**config.mk**
```make
export PLATFORM = sky130hd
export DESIGN_NAME = led_flow_ctrl
export DESIGN_NICKNAME = d
export VERILOG_FILES = /design/src/rtl/led_flow_ctrl.sv
export SDC_FILE = /design/constraint.sdc
export NUM_CORES = 1
export LEC_CHECK = 0
export BUFFER_PORTS_ARGS = -buffer_cell sky130_fd_sc_hd__buf_2
export CAP_MARGIN = 10
export CELL_PAD_IN_SITES_DETAIL_PLACEMENT = 1
export CELL_PAD_IN_SITES_GLOBAL_PLACEMENT = 1
export CORE_MARGIN = 5
export CORE_UTILIZATION = 50
export CTS_BUF_LIST = sky130_fd_sc_hd__clkbuf_4
export DETAILED_ROUTE_END_ITERATION = 8
export GPL_TIMING_DRIVEN = 0
export PLACE_DENSITY = 0.95
export SKIP_CTS_REPAIR_TIMING = 1
export SYNTH_ARGS = -nofsm -noshare
export SYNTH_HDL_FRONTEND = slang
export SYNTH_SLANG_ARGS = --single-unit
```
**constraint.sdc**
```tcl
create_clock -name clk -period 7.1 [get_ports clk]
set_clock_uncertainty 0.2 [all_clocks]
set_input_delay 0.355 -clock clk [delete_from_list [all_inputs] [get_ports clk]]
set_output_delay 0.355 -clock clk [all_outputs]
set_load 0.005 [all_outputs]
```
**src/rtl/led_flow_ctrl.sv**
```systemverilog
// Parametrised LED running-light controller: prescaled step tick driving
// rotate-left, rotate-right, ping-pong and bar-fill patterns.
module led_flow_ctrl #(
  parameter int LED_NUM    = 8,
  parameter int CNT_W      = 26,
  parameter bit ACTIVE_LOW = 1'b0
) (
  input  logic               clk,
  input  logic               rst_n,
  input  logic               en,
  input  logic [1:0]         mode,
  input  logic [CNT_W-1:0]   period,
  output logic [LED_NUM-1:0] led,
  output logic               step_pulse,
  output logic               dir
);

  // mode      | meaning
  // MODE_ROTL | rotate left, MSB wraps to bit 0
  // MODE_ROTR | rotate right, bit 0 wraps to MSB
  // MODE_PING | ping-pong, direction held in dir
  // MODE_BAR  | bar fill, clears after all ones
  typedef enum logic [1:0] {
    MODE_ROTL = 2'd0,
    MODE_ROTR = 2'd1,
    MODE_PING = 2'd2,
    MODE_BAR  = 2'd3
  } mode_e;

  localparam logic [LED_NUM-1:0] PAT_LSB = {{(LED_NUM-1){1'b0}}, 1'b1};
  localparam logic [LED_NUM-1:0] PAT_MSB = {1'b1, {(LED_NUM-1){1'b0}}};
  localparam logic [LED_NUM-1:0] LED_RST = ACTIVE_LOW ? ~PAT_LSB : PAT_LSB;

  logic [LED_NUM-1:0] pat_q, pat_d;
  logic [LED_NUM-1:0] led_q, led_d;
  logic [CNT_W-1:0]   cnt_q, cnt_d;
  mode_e              mode_q, mode_d;
  logic               dir_q, dir_d;
  logic               step_q, step_d;

  logic [CNT_W-1:0]   per_eff;
  logic               tick;
  logic               reload;
  logic [LED_NUM-1:0] shl, shr;

  always_comb begin
    per_eff = (period == '0) ? CNT_W'(1) : period;
    // >= rather than == so a shrinking period ticks at once instead of wrapping
    tick    = en && (cnt_q >= (per_eff - CNT_W'(1)));
    reload  = (mode_e'(mode) != mode_q);
    shl     = {pat_q[LED_NUM-2:0], 1'b0};
    shr     = {1'b0, pat_q[LED_NUM-1:1]};

    pat_d   = pat_q;
    cnt_d   = cnt_q;
    mode_d  = mode_q;
    dir_d   = dir_q;
    step_d  = 1'b0;

    if (reload) begin
      mode_d = mode_e'(mode);
      cnt_d  = '0;
      dir_d  = 1'b0;
      case (mode_e'(mode))
        MODE_ROTR: pat_d = PAT_MSB;
        MODE_BAR:  pat_d = '0;
        default:   pat_d = PAT_LSB;
      endcase
    end else if (tick) begin
      cnt_d  = '0;
      step_d = 1'b1;
      case (mode_q)
        MODE_ROTL: pat_d = {pat_q[LED_NUM-2:0], pat_q[LED_NUM-1]};
        MODE_ROTR: pat_d = {pat_q[0], pat_q[LED_NUM-1:1]};
        MODE_PING: begin
          if (!dir_q) begin
            if (pat_q[LED_NUM-1]) begin
              pat_d = shr;
              dir_d = 1'b1;
            end else begin
              pat_d = shl;
            end
          end else begin
            if (pat_q[0]) begin
              pat_d = shl;
              dir_d = 1'b0;
            end else begin
              pat_d = shr;
            end
          end
        end
        default: pat_d = (&pat_q) ? '0 : {pat_q[LED_NUM-2:0], 1'b1};
      endcase
    end else if (en) begin
      cnt_d = cnt_q + CNT_W'(1);
    end

    led_d = ACTIVE_LOW ? ~pat_d : pat_d;
  end

  always_ff @(posedge clk or negedge rst_n) begin
    if (!rst_n) begin
      pat_q  <= PAT_LSB;
      led_q  <= LED_RST;
      cnt_q  <= '0;
      mode_q <= MODE_ROTL;
      dir_q  <= 1'b0;
      step_q <= 1'b0;
    end else begin
      pat_q  <= pat_d;
      led_q  <= led_d;
      cnt_q  <= cnt_d;
      mode_q <= mode_d;
      dir_q  <= dir_d;
      step_q <= step_d;
    end
  end

  assign led        = led_q;
  assign step_pulse = step_q;
  assign dir        = dir_q;

endmodule
```
# Word level (Yosys, flattened, before mapping)
# Cells that the tools add are included.
# word_totals
mem_bits_ro	0
latch_bits	0
ff_bits	38
mem_bits_rw	0
memories	0
elab_cells	41
output_inout_bits	10
inputBits	31
# classes
n_eq_ne	5
magnitude_cmp	1
div_mod_pow	0
n_shift	0
reduce_logical	8
mul	0
mux	20
add_sub_neg	2
bitwise	0
# op_table
operator	count
2-to-1 mux 26 bit	4
2-to-1 mux 8 bit	6
adder 26 x 1 -> 26 bit, second input constant	1
greater-or-equal comparator 26 bit	1
zero test 26 bit	1
subtractor 26 x 1 -> 26 bit, second input constant	1
one-hot mux 8 bit (3 select lines)	1
one-hot mux 8 bit (2 select lines)	1
2-to-1 mux 1 bit	8
AND reduction 8 bit	1
equality test 2 x 1 -> 1 bit, second input constant	2
equality test 2 bit, second input constant	2
nonzero test 2 bit	2
nonzero test 3 bit	1
zero test 2 bit	1
inequality test 2 bit	1
AND reduction 2 bit	1
logical AND 1 bit	1

# Longest topological paths before layout
# Gate-level depths: netlist of the first run.
# logic_depth
word_depth	7
ltp_mapped	20
mapped_depth_nobuf	18

# Worst setup path before layout of the first run
# No wires, ideal clock.
# synth_path
path_kind	input to register
start	input port period[14]
end	register cnt_q[1]
required_time_ns	6.766
setup_slack_ns	2.912
arrival_ns	3.854
cell_stages	19
path_cell_list	or3_4 > nor4_2 > nand4_2 > nor2_4 > a21oi_1 > ha_1 > nand3_2 > nor3b_2 > nand3_1 > nor3_2 > xnor2_1 > ha_1 > nand4_1 > or4_4 > o221a_1 > buf_6 > nand2_8 > buf_8 > o32ai_2
# synth_via
elab_chain_cells	7
# synth_rtl
element	line_no	text
start, declared	12	input logic [CNT_W-1:0] period,
zero test 26 bit	47	per_eff = (period == '0) ? CNT_W'(1) : period;
2-to-1 mux 26 bit *	47	
subtractor 26 x 1 -> 26 bit *	49	tick = en && (cnt_q >= (per_eff - CNT_W'(1)));
greater-or-equal comparator 26 bit *	49	
logical AND 1 bit *	49	
2-to-1 mux 26 bit	69	end else if (tick) begin
2-to-1 mux 26 bit	60	if (reload) begin
end signal, assigned	112	cnt_q <= cnt_d;
end, declared	36	logic [CNT_W-1:0] cnt_q, cnt_d;
# Every way passes the cells marked *; elsewhere a longest branch is shown, timed or not.
# A chain may end at the register's enable or synchronous reset.

# Worst setup path after layout of the first run
# layout_path
start	input port period[9]
end	register cnt_q[18]
# The elaborated chain is that of the path after synthesis.

==> out/qor.txt, run 1 <==
OUTCOME
---------------------------------------------------------------------------------
Run status                                                           finished clean

CRITICAL PATH
---------------------------------------------------------------------------------
Number of cells on the worst reg-to-reg path                                    9
Critical path class                                                     in -> reg
Data required time of the critical path                                   7140 ps
Critical Path End Type                                                  flip-flop
Startpoint type of the worst setup path                              primary input
Crit path max fanout                                                           10
Worst endpoint data arrival time                                          4670 ps

HOLD PATH
---------------------------------------------------------------------------------
Kind of path behind the tightest hold check                             in -> reg
Number of cells on the worst hold path                                          2

POWER
---------------------------------------------------------------------------------
VDD IR max                                                              0.0638 mV
Leakage Power                                                             1.57 nW
Power density cells                                                   110 mW/mm^2

SYNTHESIS
---------------------------------------------------------------------------------
Leading cell type by number of instances after synthesis                   nor3_1
Synth Flop Type                                                           dfrtp_1
Post-synth top cells                                                 nor3_1 (39), dfrtp_1 (37), nand2_1 (32)
Count of yosys warnings during synthesis                                        0
Post-synthesis cell area                                             0.00336 mm^2
Nets in the synthesized netlist                                               433
Fraction of synthesis flops using an asynchronous set or reset pin           1.00
Largest area contributor in the netlist                                   dfrtp_1
Syn Area/Cell                                                           8.98 um^2
Count of distinct cell types in the synthesized netlist                        65
Share of synthesized area occupied by flip-flops and latches                0.284
Number of enable flip-flop cells after synthesis                                0
Total of flip-flops plus latches after synthesis                               38
Post-synthesis instance total                                                 374
Area share of the largest cell type after synthesis                         0.276
Top area cells in the synthesized netlist                            dfrtp_1 (28%), ha_1 (10%), xor2_1 (7.0%)

GLOBAL ROUTING
---------------------------------------------------------------------------------
Wire length of the first global-routing pass                             15800 um
Pin count of the biggest net entering global routing                           39
Met3 track demand over resource                                            0.0286
Met1 track utilization from global routing                                  0.287
GRT Residual Overflow                                                           0
Overall Global Routing Usage                                                0.226
Via count of the first global-routing pass                                   3242
Global routing met2 resource utilization                                    0.407
GR peak layer                                                                met2
Initial antenna violation count                                                 0

DETAILED ROUTING
---------------------------------------------------------------------------------
DRC violations left                                                             0
Detailed Routing Iterations Pass 1                                              4
Total Wirelength                                                          9380 um
Detailed-route via count                                                     3075
Average detailed-routed wire length per instance                          18.8 um
DRT iter0 DRCs                                                                186
Routed via count divided by cell count                                       6.17
Post-route antenna net violation count                                          0

STA
---------------------------------------------------------------------------------
Slew Viols, Final                                                               0
Fmax achieved                                                             216 MHz
Unrepaired setup endpoints after global routing                                no
Transition at the pin with the smallest max-transition slack               879 ps
Setup ws final                                                            2470 ps
Final critical-path share of the clock period                               0.652
Slew margin rel.                                                            0.414
Finish-stage setup viols                                                        0
Final count of hold timing violations                                           0
Final period demand of the worst path                                     4630 ps
Sum Neg Setup Slack                                                          0 ps

PLACEMENT
---------------------------------------------------------------------------------
Count of buffers inserted at the top-level ports                               39
Post-DP HPWL                                                              7410 um
Placement Setup Slack                                                     2110 ps
Global placer's final weighted congestion                                   0.885
Post-detailed-placement cell area                                    0.00365 mm^2

CTS
---------------------------------------------------------------------------------
Largest buffer count on any clock path                                          2
Number of H-tree levels                                                         2
Clock sink count                                                               38
Clock-pin slew on the worst setup and hold paths                           120 ps
Cell at the root of the clock tree                                       clkbuf_4
Clk_lat worst skew                                                         340 ps
CTS tree                                                                    built
Clock buffers created by TritonCTS                                              5

DIE
---------------------------------------------------------------------------------
Ports                                                                          41
Core Rows                                                                      29
X dimension of the die                                                    92.0 um
Die Outline Area                                                     0.00846 mm^2
DIE HEIGHT                                                                92.0 um
Effective utilization at floorplan                                          0.520
Core box area                                                        0.00646 mm^2

CELLS AND AREA
---------------------------------------------------------------------------------
Finished Core Util                                                          0.574
Area added between synthesis and finish                                     10.4%
Antenna diode count                                                             0
Share of cells above drive strength 1                                       0.200
Net count reported at finish                                                  480
Post-route cell area                                                 0.00371 mm^2

RUN
---------------------------------------------------------------------------------
Max-cap violation count                                                         0

==> layer usage <==
metal	vias to the layer above	wire (um)	share of wire
met2	67	4730	0.50
li1	1477	-	-
met3	11	293	0.031
met5	-	0	0
met1	1520	4250	0.45
met4	0	112	0.012
==> cell families (layout without fill, tap and decap cells) <==
family | Yosys count | after routing | share of synthesized area
xor+xnor | 45 | 45 | 0.117
flops | 38 | 38 | 0.284
fa+ha+maj | 28 | 28 | 0.104
simple gates | 168 | 168 | 0.301
mux | 7 | 7 | 0.0209
buf+inv | 27 | 74 | 0.0425
compound gates | 61 | 61 | 0.131
==> layout by cell type, fill, tap and decap left out, types with 2 or more instances in the layout <==
cell	instances
nor3_1	39
buf_2	39
dfrtp_1	37
nand2_1	32
ha_1	28
xor2_1	27
nor2_1	20
a21oi_1	20
xnor2_1	18
nand4_1	14
nand3_1	13
inv_1	11
o21ai_0	9
clkbuf_1	9
nor4_1	7
mux2i_1	7
a211oi_1	5
a22oi_1	5
clkbuf_4	5
nor3_2	4
and3_1	4
o221ai_1	4
or3_4	3
nor4_4	3
nand3b_1	3
buf_6	3
nand2b_1	3
or3_1	2
buf_4	2
or2_2	2
and2_1	2
o22ai_1	2
o31ai_1	2
clkinv_2	2
==> final cells by class <==
cell class	instances	area, um^2
buffer	16	101
clock buffer	5	37.5
timing repair buffer	40	205
inverter	11	41.3
clock inverter	2	10.0
sequential	38	952
tap	77	96.3
fill	791	2750
multi-input combinational	309	2260
==> through the flow <==
step	power, W	std cells	hold slack (ps)
after floorplan	0.000270	374	-141
after global placement	0.000300	490	318
after detailed placement	0.000305	490	327
after CTS	0.000411	497	-60.5
after global routing	0.000431	498	19.8
final	0.000408	498	11.4
==> report_power, final <==
group,leakage (nW),internal (W),switching [W]
Sequential,0.521,0.000219,0.00000362
Combinational,1.02,0.0000281,0.0000503
Clock,0.0308,0.0000357,0.0000713
==> worst max-delay path: stages <==
cell and delay (ps):
buf_2 130, nor4_1 400, nor2b_1 360, nand4_2 200, nor2_4 280, a21oi_1 160
ha_1 280, nand3_2 120, nor3b_2 90, nand3_1 140, nor3_2 60, xnor2_1 120
ha_1 310, nand4_1 160, inv_1 60, a221oi_1 450, o221a_1 330, buf_6 180
nand2_8 100, buf_8 160, nor3_1 200
==> state kept, by name, summed over array words and instances (netlist names) <==
signal	count
cnt_q	26
dir	1
led	8
mode_q	2
step_pulse	1
==> path summary, 6_finish.rpt <==
path	slack, ps	to	startpoint
setup reg to reg	4340	cnt_q[18]	cnt_q[24]
max in group asynchronous	5690	cnt_q[22]	rst_n
hold / removal	10	led[0]	mode[0]
setup / recovery	2470	cnt_q[18]	period[9]
hold reg to reg	420	cnt_q[7]	cnt_q[7]
min in group asynchronous	460	cnt_q[1]	rst_n
Note: power is estimated with default switching activity, not from simulation.
==> inputs of run 2 (changes only) <==
--- a/config.mk
+++ b/config.mk
@@ -10,11 +10,11 @@
 export CELL_PAD_IN_SITES_DETAIL_PLACEMENT = 1
 export CELL_PAD_IN_SITES_GLOBAL_PLACEMENT = 1
 export CORE_MARGIN = 5
-export CORE_UTILIZATION = 50
+export CORE_UTILIZATION = 46
 export CTS_BUF_LIST = sky130_fd_sc_hd__clkbuf_4
 export DETAILED_ROUTE_END_ITERATION = 8
 export GPL_TIMING_DRIVEN = 0
-export PLACE_DENSITY = 0.95
+export PLACE_DENSITY = 0.91
 export SKIP_CTS_REPAIR_TIMING = 1
 export SYNTH_ARGS = -nofsm -noshare
 export SYNTH_HDL_FRONTEND = slang
==> constraint.sdc (replaced) <==
create_clock -name clk -period 4.4 [get_ports clk]
set_clock_uncertainty 0.2 [all_clocks]
set_input_delay 0.22 -clock clk [delete_from_list [all_inputs] [get_ports clk]]
set_output_delay 0.22 -clock clk [all_outputs]
set_load 0.005 [all_outputs]
==> run 2 against run 1 <==
  * First-iteration DRC count fell by 19%
  * Setup slack got worse by 2300 ps
  * Non-clock buffer count rose by 6
  * Global-route usage fell by 0.19 points
  * Core utilization fell by 3.8 points
  * Sequential share of layout area fell by 0.92 points
  * Register-to-register slack got worse by 2800 ps
  * Sequential cell count did not move
  * Sequential power rose by 61%
  * Hold slack improved by 310 ps
  * Clock power rose by 67%
  * Largest cell class unchanged
  * Highest routed layer unchanged
==> out/qor.txt, run 2 (synthesis gave the netlist of run 1 again) <==
OUTCOME
---------------------------------------------------------------------------
Run status                                                     finished clean

DIE
---------------------------------------------------------------------------
X dimension of the die                                              95.4 um   +3.8%
Die Outline Area                                               0.00911 mm^2   +7.7%
Core Rows                                                                31   +6.9%
Effective utilization at floorplan                                    0.468   -0.0520
DIE HEIGHT                                                          95.4 um   +3.8%
Core box area                                                  0.00718 mm^2   +11%
Ports                                                                    41   unchanged

DETAILED ROUTING
---------------------------------------------------------------------------
Total Wirelength                                                   10100 um   +7.4%
Post-route antenna net violation count                                    0   unchanged
Detailed-route via count                                               3138   +2.0%
Detailed Routing Iterations Pass 1                                        4   unchanged
DRC violations left                                                       0   unchanged
Routed via count divided by cell count                                 5.95   -3.6%
DRT iter0 DRCs                                                          151   -19%
Average detailed-routed wire length per instance                    19.1 um   +1.5%

CELLS AND AREA
---------------------------------------------------------------------------
Largest register by flop count                                        cnt_q
Antenna diode count                                                       0   unchanged
Net count reported at finish                                            486   +1.3%
Area taken by multi-input logic gates                          0.00231 mm^2   +2.3%
Largest register FFs                                                     26   unchanged
Area taken by flip-flops and latches                               952 um^2   unchanged
Filler Cell Count                                                       868   +9.7%
Area added between synthesis and finish                               14.5%
Post-route cell area                                           0.00384 mm^2   +3.7%
Finished Core Util                                                    0.536   -0.0382
Share of cells above drive strength 1                                 0.210   +0.0108
Most used cells in the layout excluding fill and tap cells     nor3_1 (39), buf_2 (39), dfrtp_1 (37)

POWER
---------------------------------------------------------------------------
Leakage Power                                                       1.60 nW   +2.1%
VDD IR max                                                         0.113 mV   +78%
Power density cells                                             175 mW/mm^2   +58%

CRITICAL PATH
---------------------------------------------------------------------------
CP max stage delay                                                   610 ps   +160 ps
Slowest stage cell, crit path                                         or4_4
Worst endpoint data arrival time                                    4260 ps   -410 ps
Critical path's most frequent cell                                     ha_1
Sequence of cells on the critical path                         buf_2 > nor4_2 > nor2b_4 > nand4_2 > nor2_4 > a21oi_1 > ha_1 > nand3_2 > nor3b_2 > nand3_1 > nor3_2 > xnor2_1 > ha_1 > nand4_1 > or4_4 > o221a_1 > buf_6 > nand2_8 > buf_8 > o32ai_2
Reg-to-reg critical path endpoint                                 cnt_q[19]
Crit path max fanout                                                     10   unchanged
FF-to-FF setup slack                                                1550 ps   -2790 ps
Number of cells on the worst reg-to-reg path                              9   unchanged
Startpoint type of the worst setup path                        primary input
Critical Path End Type                                            flip-flop
Critical path class                                               in -> reg
Data required time of the critical path                             4430 ps   -2710 ps
Worst reg2reg path startpoint                                     cnt_q[11]

STA
---------------------------------------------------------------------------
Fmax achieved                                                       236 MHz
Transition at the pin with the smallest max-transition slack         894 ps   +14.3 ps
Slew margin rel.                                                      0.404   -0.00951
Final period demand of the worst path                               4230 ps
Final count of hold timing violations                                     0   unchanged
Slew Viols, Final                                                         0   unchanged
Finish-stage setup viols                                                  0   unchanged
Final critical-path share of the clock period                         0.962

GLOBAL ROUTING
---------------------------------------------------------------------------
Via count of the first global-routing pass                             3433   +5.9%
Initial antenna violation count                                           0   unchanged
Overall Global Routing Usage                                          0.224   -0.00190
Wire length of the first global-routing pass                       16200 um   +2.3%
Met1 track utilization from global routing                            0.270   -0.0165
GRT Residual Overflow                                                     0   unchanged
Global routing met2 resource utilization                              0.405   -0.00169
GR peak layer                                                          met2
Pin count of the biggest net entering global routing                     39   unchanged
Met3 track demand over resource                                      0.0300   +0.00135

PLACEMENT
---------------------------------------------------------------------------
Global placer's final weighted congestion                             0.885   about the same
Post-detailed-placement cell area                              0.00368 mm^2   +0.75%
Count of buffers inserted at the top-level ports                         39   unchanged
Post-DP HPWL                                                        7620 um   +2.7%

CTS
---------------------------------------------------------------------------
Largest buffer count on any clock path                                    2   unchanged
Clock-pin slew on the worst setup and hold paths                     130 ps   about the same
Clk_lat worst skew                                                   350 ps   about the same
Number of H-tree levels                                                   2   unchanged
CTS tree                                                              built
Clock buffers created by TritonCTS                                        5   unchanged
Cell at the root of the clock tree                                 clkbuf_4
Clock sink count                                                         38   unchanged

RUN
---------------------------------------------------------------------------
Max-cap violation count                                                   0   unchanged

HOLD PATH
---------------------------------------------------------------------------
Kind of path behind the tightest hold check                     in -> async

-- run 2: per-layer routing --
| layer | up-vias | wire length, um | share of wire |
|---|---|---|---|
| met3 | 22 | 337 | 0.033 |
| met5 | - | 0 | 0 |
| li1 | 1493 | - | - |
| met2 | 75 | 5230 | 0.52 |
| met1 | 1548 | 4260 | 0.42 |
| met4 | 0 | 255 | 0.025 |
-- run 2: worst max path at each step --
| stage | from | end | slack [ps] | cells after the start |
|---|---|---|---|---|
| 3_5_place_dp | period[9] | cnt_q[10] | -490 | 21 |
| 2_1_floorplan | period[14] | cnt_q[1] | 350 | 19 |
| 5_1_grt | period[9] | cnt_q[14] | -100 | 21 |
| 4_1_cts | period[9] | cnt_q[8] | -130 | 21 |
| 3_3_place_gp | period[14] | cnt_q[1] | -240 | 20 |
| 6_report | period[9] | cnt_q[1] | 170 | 20 |
-- run 2: worst max-delay path: cells and delay by family --
family / cells / cell delay [ps]
AND/OR/NAND/NOR: 11 / 2320
adder cells (fa/ha/maj): 2 / 600
AO/OA/AOI/OAI: 3 / 500
buffers and inverters: 3 / 460
XOR/XNOR: 1 / 150
-- run 2: through the flow --
stage	hold slack (ps)	total power, W	std cells	setup TNS [ps]	worst slack, ps
floorplan	-276	0.000435	374	0	347
global placement	177	0.000483	512	-6490	-240
detailed placement	185	0.000492	512	-15140	-490
CTS	-213	0.000671	520	-2520	-134
global route	385	0.000713	527	-454	-95.3
finish	323	0.000671	527	0	168
-- run 2: layout make-up --
| class | instances | share of cell area |
|---|---|---|
| buffer | 16 | 0.0264 |
| clock buffer | 5 | 0.00976 |
| clock inverter | 3 | 0.00423 |
| inverter | 11 | 0.0107 |
| multi-input combinational | 309 | 0.602 |
| sequential | 38 | 0.248 |
| tap | 99 | 0.0322 |
| timing repair buffer | 46 | 0.0670 |
-- run 2: report_power, final --
part | internal [W] | leakage [nW] | switching [W]
clock | 0.0000595 | 0.0286 | 0.000120
combinational | 0.0000477 | 1.05 | 0.0000848
sequential | 0.000354 | 0.521 | 0.00000557
total | 0.000461 | 1.60 | 0.000210
